File: src/rtl/clock_period_meter.sv
// Measures period and high time of a slow square wave in clk cycles, with loss-of-signal flag.
// Optional glitch filter on the synchronized input: define CLOCK_PERIOD_METER_GLITCH_FILTER_EN.
module clock_period_meter #(
    parameter int W       = 16,
    parameter int TIMEOUT = 1000
) (
    input  logic         clk,
    input  logic         reset,
    input  logic         sig_in,
    output logic [W-1:0] period,
    output logic [W-1:0] high_time,
    output logic         valid,
    output logic         timeout
);

    typedef enum logic {
        IDLE,
        MEASURE
    } state_t;

    localparam logic [W-1:0] CNT_MAX = '1;
    localparam logic [W-1:0] TO_CNT  = W'(TIMEOUT);

    state_t       state;
    logic         s1, s2, s3;
    logic         lvl;
    logic         rise, fall;
    logic [W-1:0] cnt;
    logic [W-1:0] hi_lat;

    always_ff @(posedge clk or posedge reset) begin
        if (reset) begin
            s1 <= 1'b0;
            s2 <= 1'b0;
            s3 <= 1'b0;
        end else begin
            s1 <= sig_in;
            s2 <= s1;
            s3 <= lvl;
        end
    end

`ifdef CLOCK_PERIOD_METER_GLITCH_FILTER_EN
    // f follows s2 only after three consecutive disagreeing cycles.
    logic       f;
    logic [1:0] f_cnt;

    always_ff @(posedge clk or posedge reset) begin
        if (reset) begin
            f     <= 1'b0;
            f_cnt <= 2'd0;
        end else if (s2 != f) begin
            if (f_cnt == 2'd2) begin
                f     <= s2;
                f_cnt <= 2'd0;
            end else begin
                f_cnt <= f_cnt + 2'd1;
            end
        end else begin
            f_cnt <= 2'd0;
        end
    end

    assign lvl = f;
`else
    assign lvl = s2;
`endif

    assign rise = lvl & ~s3;
    assign fall = ~lvl & s3;

    always_ff @(posedge clk or posedge reset) begin
        if (reset) begin
            cnt <= '0;
        end else if (rise) begin
            cnt <= W'(1);
        end else if (cnt != CNT_MAX) begin
            cnt <= cnt + W'(1);
        end
    end

    always_ff @(posedge clk or posedge reset) begin
        if (reset) begin
            state     <= IDLE;
            period    <= '0;
            high_time <= '0;
            hi_lat    <= '0;
            valid     <= 1'b0;
            timeout   <= 1'b0;
        end else begin
            valid <= 1'b0;
            case (state)
                IDLE: begin
                    if (rise) state <= MEASURE;
                end
                MEASURE: begin
                    if (fall) hi_lat <= cnt;
                    if (rise) begin
                        period    <= cnt;
                        high_time <= hi_lat;
                        valid     <= 1'b1;
                        timeout   <= 1'b0;
                    end else if (cnt == TO_CNT) begin
                        // Outputs keep the last measurement; only the flag changes.
                        state   <= IDLE;
                        timeout <= 1'b1;
                    end
                end
                default: state <= IDLE;
            endcase
        end
    end

endmodule

File: config.mk
export PLATFORM = sky130hd
export DESIGN_NAME = clock_period_meter
export DESIGN_NICKNAME = d
export VERILOG_FILES = /design/src/rtl/clock_period_meter.sv
export SDC_FILE = /design/constraint.sdc
export NUM_CORES = 1
export LEC_CHECK = 0
export CAP_MARGIN = 40
export CORE_AREA = 8 8 84 142
export CTS_CLUSTER_DIAMETER = 200
export CTS_CLUSTER_SIZE = 14
export DETAILED_ROUTE_END_ITERATION = 6
export DIE_AREA = 0 0 92 150
export SYNTH_ARGS = -nofsm -noshare
export SYNTH_HDL_FRONTEND = slang
export SYNTH_SLANG_ARGS = --single-unit
export TNS_END_PERCENT = 30
File: constraint.sdc
create_clock -name clk -period 2.5 [get_ports clk]
set_input_delay 0.5 -clock clk [delete_from_list [all_inputs] [get_ports clk]]
set_output_delay 0.5 -clock clk [all_outputs]
set_load 0.02 [all_outputs]
## Word level (Yosys, flattened, before mapping)

Cells that the tools add are included.

- Output and inout port bits: 34
- Word-level logic and storage cells: 32
- Input port bits: 3
- Register bits after elaboration: 70

- $add $sub $neg: 1
- Reductions and logical operators: 5
- Muxes and demuxes: 9
- Bitwise gates (word level): 5
- Equal/unequal tests: 2

Operators by type and width:

| kind | number |
|---|---|
| two-way mux 16 bit | 2 |
| adder 16 x 1 -> 16 bit (second input constant) | 1 |
| == test 16 x 10 -> 1 bit (second input constant) | 1 |
| != test 16 bit (second input constant) | 1 |
| two-way mux 1 bit | 6 |
| AND reduction 2 bit | 3 |
| nonzero test 2 bit | 2 |
| inverter 1 bit | 3 |
| AND 1 bit | 2 |
| case mux 1 bit (2 select lines) | 1 |

## Logic depth before layout (Yosys ltp)

Gate-level depths: netlist of run 1.

- Depth after elaboration: 4
- Gate-level depth with buffers: 6

## Least setup slack after synthesis of run 1

Ideal clock, no wire load.

- Path kind: reg2reg
- Start point: register cnt[1]
- End point: register cnt[14]
- Arrival time: 1.565 ns
- Path buffers: 0
- Setup time: 0.077 ns
- Cell stages (with the launch flop): 6
- Data required time: 2.423 ns
- Slack: 0.857 ns
- Path through: dfrtp_1 -> ha_1 -> nand4_4 -> a211o_1 -> or3_1 -> a21oi_1

- Cells in the longest elaborated chain, start to end: 3

Ends and longest elaborated chain:

| what | line | text |
|---|---|---|
| from (decl) | 28 | `logic [W-1:0] cnt;` |
| from (signal assigned) | 78 | `cnt <= cnt + W'(1);` |
| adder 16 x 1 -> 16 bit | 78 |  |
| two-way mux 16 bit | 77 | `end else if (cnt != CNT_MAX) begin` |
| two-way mux 16 bit | 75 | `end else if (rise) begin` |

Several ways; a longest one is shown, not always the timed one. The select of a mux whose other input is x is not followed.
A chain may end at the register's enable or synchronous reset.

## Worst setup path in the final report of run 1

- Start point: register timeout
- End point: output port timeout

RTL lines:

| what | line | text |
|---|---|---|
| from (decl) | 13 | `output logic timeout` |
| from (signal assigned) | 89 | `timeout <= 1'b0;` |
| from (signal assigned) | 102 | `timeout <= 1'b0;` |
| from (signal assigned) | 106 | `timeout <= 1'b1;` |

No word-level cell between the ends.

==> results.cfg, run 1 <==
[logic_synthesis]
ys_types = 45
synth_flop_cell = dfrtp_1
yosysSeqAreaShare_pct = 59.8
async_flop_share_pct = 100
ys_seq_elements = 70
syn_avg_cell_area_um2 = 13.0
synth_cells = 226
yosys-top-cells-area = dfrtp_1 (60%), mux2_2 (15%), o21ai_0 (2.6%)
syn_nets = 231
syn_area_um2 = 2930
yosys_warnings = 0
synth_top_area_share_pct = 59.8
synth_area_leader_cell = dfrtp_1
synth_edf_count = 0

[grt]
track_usage_pct = 9.79
globalRouteOverflowTotal = 0
grt_start_max_net_pins = 27
grt_pass1_vias = 2041
grt_pass1_wl_um = 10500
grt_antenna_before_repair = 0

[floorplanning]
start_util_pct = 29.1
io_pins = 37
die-area_um2 = 13800
die_h_um = 150
die_w_um = 92
rows = 49
core_um2 = 10100

[power_and_ir_drop]
ir_drop_v = 0.000340
leakage_nw = 1.70
finalPower_mw = 2.98
powerDensity_nw_per_um2 = 797

[worst_setup_path]
critical-path-slowest-cell = clkdlybuf4s50_1
startpoint = timeout
timing.rr.end = cnt[10]
crit_path_end_kind = output port
crit_chain = clkdlybuf4s50_1
r2r-start = cnt[1]
crit_fanout = 2
slowest_delay_ps = 620
crit_buf_inv = 1
crit_arrival_ps = 1320
critPathCapture = timeout
critical_path.startpoint_type = flop
cp.required_ps = 2000
crit_type = flop to output port
rr_worst_depth = 5
crit_family = buffers and inverters
crit_cells = 1
reg2reg_slack_ps = 690

[clock_tree]
cts.root.buffer_cell = clkbuf_16
clk_latency_ps = 320
cts.sinks = 70
cts_buffer_depth = 2
cts_tree = built
postCtsSetupBuffers = 0
clk_pin_slew_ps = 50
htreeDepth = 3
cts_inserted_buffers = 9
post_cts_resized = 0
cts_hold_buf = 0

[placed_design]
numPortBuffers = 36
gp_congestion = 0.818
dp_hpwl_um = 4710

[sta]
rsz0062_at_grt = no
period_share_pct = 72.7
worst_pin_slew_ps = 525
tns_ps = 0
drv_slew = 0
report.final.setup_viol = 0
fmax_mhz = 551
min_period_ps = 1820
max-slew-margin-rel_pct = 65.0
timing.clock.skew_ps = 6.90
finalHoldViolations = 0

[route]
wl_per_cell_um = 15.6
num_vias = 1922
viasPerCell = 4.79
drc_errors = 0
ant_nets = 0
detail_route.iter0.violations = 129
routed_wirelength_um = 6280
dr.pass1.iters = 4

[finish]
layout-drive-gt1-share_pct = 26.3
num_antenna_cells = 0
area_delta_synth_final_pct = 27.6
layout.nets = 274
final_common_cell = dfrtp_1
final_cell_mix = dfrtp_1 (70), mux2_2 (40), clkdlybuf4s50_1 (36), nand2_1 (18), o21ai_0 (15)

[worst_hold_path]
holdCritPathClass = flop to flop
holdCritStartpoint = s1

[run_status]
status = complete, no violations

[flow_run]
maxCapViolCount = 0
## logic make-up (layout without fill, tap and decap cells)
family / after synthesis / after routing / share of synthesized area, %
DFF: 70 / 70 / 59.8
and+or+nand+nor: 57 / 57 / 11.6
muxes: 43 / 43 / 16.4
AOI/OAI and AO/OA: 33 / 33 / 7.52
buffers and inverters: 19 / 67 / 3.16
adders and majority gates: 2 / 2 / 0.855
xor gates and xnor gates: 2 / 2 / 0.598
## metal layers
| metal | up-vias | GRT usage [%] | share of wire (%) |
|---|---|---|---|
| li1 | 905 | - | - |
| met1 | 984 | 9.55 | 37 |
| met2 | 23 | 18.0 | 57 |
| met3 | 10 | 2.06 | 3.1 |
| met4 | 0 | 6.57 | 2.9 |
| met5 | - | 0 | 0 |
## state kept, by name (all words and copies together) (netlist names)
register and cells:
period 16, timeout 1, cnt 16, high_time 16
lvl 1, hi_lat 16, s3 1, valid 1
s1 1, state 1
## power breakdown
group / switching [mW] / internal, mW
combinational: 0.218 / 0.213
clock: 0.439 / 0.748
sequential: 0.113 / 1.25
total: 0.770 / 2.21
## metrics by stage
stage | area [um^2] | setup slack [ps] | std cells | hold slack (ps) | util (%)
after floorplan | 2930 | 232 | 226 | 331 | -
after global placement | 3450 | 691 | 385 | 336 | 34.3
after detailed placement | 3450 | 686 | 385 | 344 | 34.3
after CTS | 3740 | 648 | 401 | 356 | 37.2
after global routing | 3740 | 576 | 401 | 371 | 37.2
final | 3740 | 684 | 401 | 353 | 37.2
## cells in the mapped netlist, types with 3 or more instances
| cell type | n |
|---|---|
| a21oi_1 | 7 |
| buf_2 | 5 |
| clkbuf_1 | 3 |
| dfrtp_1 | 70 |
| inv_1 | 7 |
| mux2_2 | 40 |
| mux2i_1 | 3 |
| nand2_1 | 18 |
| nor2_1 | 8 |
| nor3_1 | 3 |
| nor4_1 | 3 |
| o21ai_0 | 15 |
| or3_1 | 4 |
## how the worst min path moves through the flow
stage,to,slack [ps],cells past startpoint
finish,lvl,350,0
global route,lvl,370,0
CTS,lvl,360,0
detailed placement,lvl,340,0
global placement,lvl,340,0
floorplan,lvl,330,0
## area by class of cell
cell class | instances | area [um^2]
clock inverters | 3 | 17.5
repair buffers | 43 | 425
clock buffers | 13 | 270
flip-flops and latches | 70 | 1750
fillers | 1000 | 6320
well taps | 127 | 159
inverters | 8 | 30.0
multi-input cells | 137 | 1080
No activity file was read; power rests on OpenSTA's default activity.
==> run 2, diff against run 1 <==
Clock period 2.5 ns to 1.8 ns, I/O delays scaled along.
==> run 2 against run 1 <==
Power increased by 39%. Critical path type is now flop to flop. Non-clock buffer count increased by 17. Utilization increased by 1.6 points. Die area unchanged. Sequential share of layout area decreased by 1.9 points. First-iteration DRC count decreased by 4.7%. Critical endpoint is now cnt[7]. Design area increased by 4.3%. Count of clock-buffer cells in the layout decreased by 2.
==> results.cfg, run 2 (synthesis results as in run 1) <==
[run_status]
status = complete, no violations

[placed_design]
numPortBuffers = 36
gp_congestion = 0.835
dp_hpwl_um = 4690
dp.cells = 400

[worst_setup_path]
rr_worst_depth = 6
r2r-start = cnt[1]
critical_path.startpoint_type = flop
reg2reg_slack_ps = 50
crit_type = flop to flop
critical-path-slowest-cell = or4_1
crit_fanout = 8
crit_chain = ha_2, nand4_4, o41ai_4, buf_4, or4_1, a21oi_1
crit_arrival_ps = 2010
timing.rr.end = cnt[7]
crit_path_end_kind = flop
slowest_delay_ps = 470
cp.required_ps = 2060

[sta]
min_period_ps = 1750
finalHoldViolations = 0
report.final.setup_viol = 0
fmax_mhz = 570
max-slew-margin-rel_pct = 72.3
period_share_pct = 97.5
rsz0062_at_grt = yes
timing.clock.skew_ps = 5.51
worst_pin_slew_ps = 410
drv_slew = 0
tns_ps = 0

[worst_hold_path]
holdCritPathClass = flop to flop
min_to = lvl
hold_depth = 0
holdCritStartpoint = s1

[power_and_ir_drop]
leakage_nw = 1.80
internal_power_mw = 3.04
powerDensity_nw_per_um2 = 1060
power.share.sequential_pct = 45.4
ir_drop_v = 0.000497
finalPower_mw = 4.15
clock_power_share_pct = 37.7
p_switching_mw = 1.11
p_sw_share_pct = 26.7
p_comb_share_pct = 16.9

[grt]
grt_antenna_before_repair = 0
grt_start_max_net_pins = 71
globalRouteOverflowTotal = 0
grt_pass1_vias = 2078
track_usage_pct = 10.2
grt_pass1_wl_um = 10800

[flow_run]
maxCapViolCount = 0

[route]
detail_route.iter0.violations = 123
viasPerCell = 4.78
wl_per_cell_um = 15.7
dr.pass1.iters = 4
routed_wirelength_um = 6570
num_vias = 2002
drc_errors = 0
ant_nets = 0

[clock_tree]
cts.root.buffer_cell = clkbuf_16
clk_latency_ps = 330
cts_buffer_depth = 2
clk_pin_slew_ps = 50
htreeDepth = 3
cts.sinks = 70
cts_tree = built
cts_inserted_buffers = 9
cts_hold_buf = 0

[floorplanning]
die_h_um = 150
die_w_um = 92
rows = 49
die-area_um2 = 13800
start_util_pct = 29.1
core_um2 = 10100
io_pins = 37

[finish]
layout.nets = 292
area_delta_synth_final_pct = 33.2
layout-drive-gt1-share_pct = 32.9
final_cell_mix = dfrtp_1 (69), mux2_2 (40), clkdlybuf4s50_1 (36), buf_4 (23), nand2_1 (18)
instances_no_fill = 419
final_util_pct = 38.8
final_common_cell = dfrtp_1
num_antenna_cells = 0
-- run 2: changes by cell type in the layout (fill, tap and decap cells not counted), moves of 2 or more --
| cell | before | now |
|---|---|---|
| buf_4 | 6 | 23 |
| clkbuf_8 | 3 | 1 |
| nor4_1 | 3 | 1 |
| clkinv_2 | 2 | 5 |
-- run 2: power groups by stage --
stage               clock network (mW)  registers, mW  logic (mW)
floorplan                            0           1.92       0.340
global placement                     0           1.89       0.672
detailed placement                   0           1.89       0.682
CTS                               1.62           1.87       0.688
global route                      1.69           1.90       0.762
finish                            1.57           1.88       0.702
-- run 2: critical path, delay by kind of cell (launching register included) --
family,cells,cell delay (ps)
fa+ha+maj,1,230
buf+inv,1,170
simple gates,2,620
flops,1,430
compound gates,2,240
-- run 2: worst max-delay path by stage --
stage	from	cells past startpoint	slack [ps]	endpoint
after floorplan	cnt[1]	5	160	cnt[14]
after global placement	cnt[1]	6	60	timeout
after detailed placement	cnt[1]	6	-40	timeout
after CTS	cnt[1]	5	8	cnt[10]
after global routing	cnt[2]	5	-6	cnt[15]
final	cnt[1]	6	50	cnt[7]
-- run 2: layout make-up --
class / count / area, um^2
inverters: 8 / 33.8
fillers: 985 / 6160
well taps: 127 / 159
multi-input cells: 138 / 1130
repair buffers: 60 / 553
clock inverters: 5 / 25.0
flip-flops and latches: 70 / 1750
clock buffers: 11 / 243
-- run 2: routing by layer --
metal	vias up	part of all wire [%]	track usage (%)
met4	0	4.2	8.11
met5	-	0	0
met1	1007	37	9.84
met3	16	3.8	2.46
met2	42	55	17.9
li1	937	-	-
-- run 2: metrics by stage --
stage / setup slack (ps) / hold slack (ps) / cell area, um^2
2_1_floorplan: 157 / 331 / 2930
3_3_place_gp: 56.5 / 335 / 3570
3_5_place_dp: -37.6 / 344 / 3570
4_1_cts: 8.24 / 354 / 3840
5_1_grt: -5.52 / 359 / 3900
6_report: 45.3 / 356 / 3900
-- run 2: what timing repair did --
item / CTS / global route
gates cloned: 0 / 1
endpoints found under the setup margin: 4 / 11
buffers inserted: 0 / 2
pin swaps: 0 / 2
gates resized for setup: 2 / 7
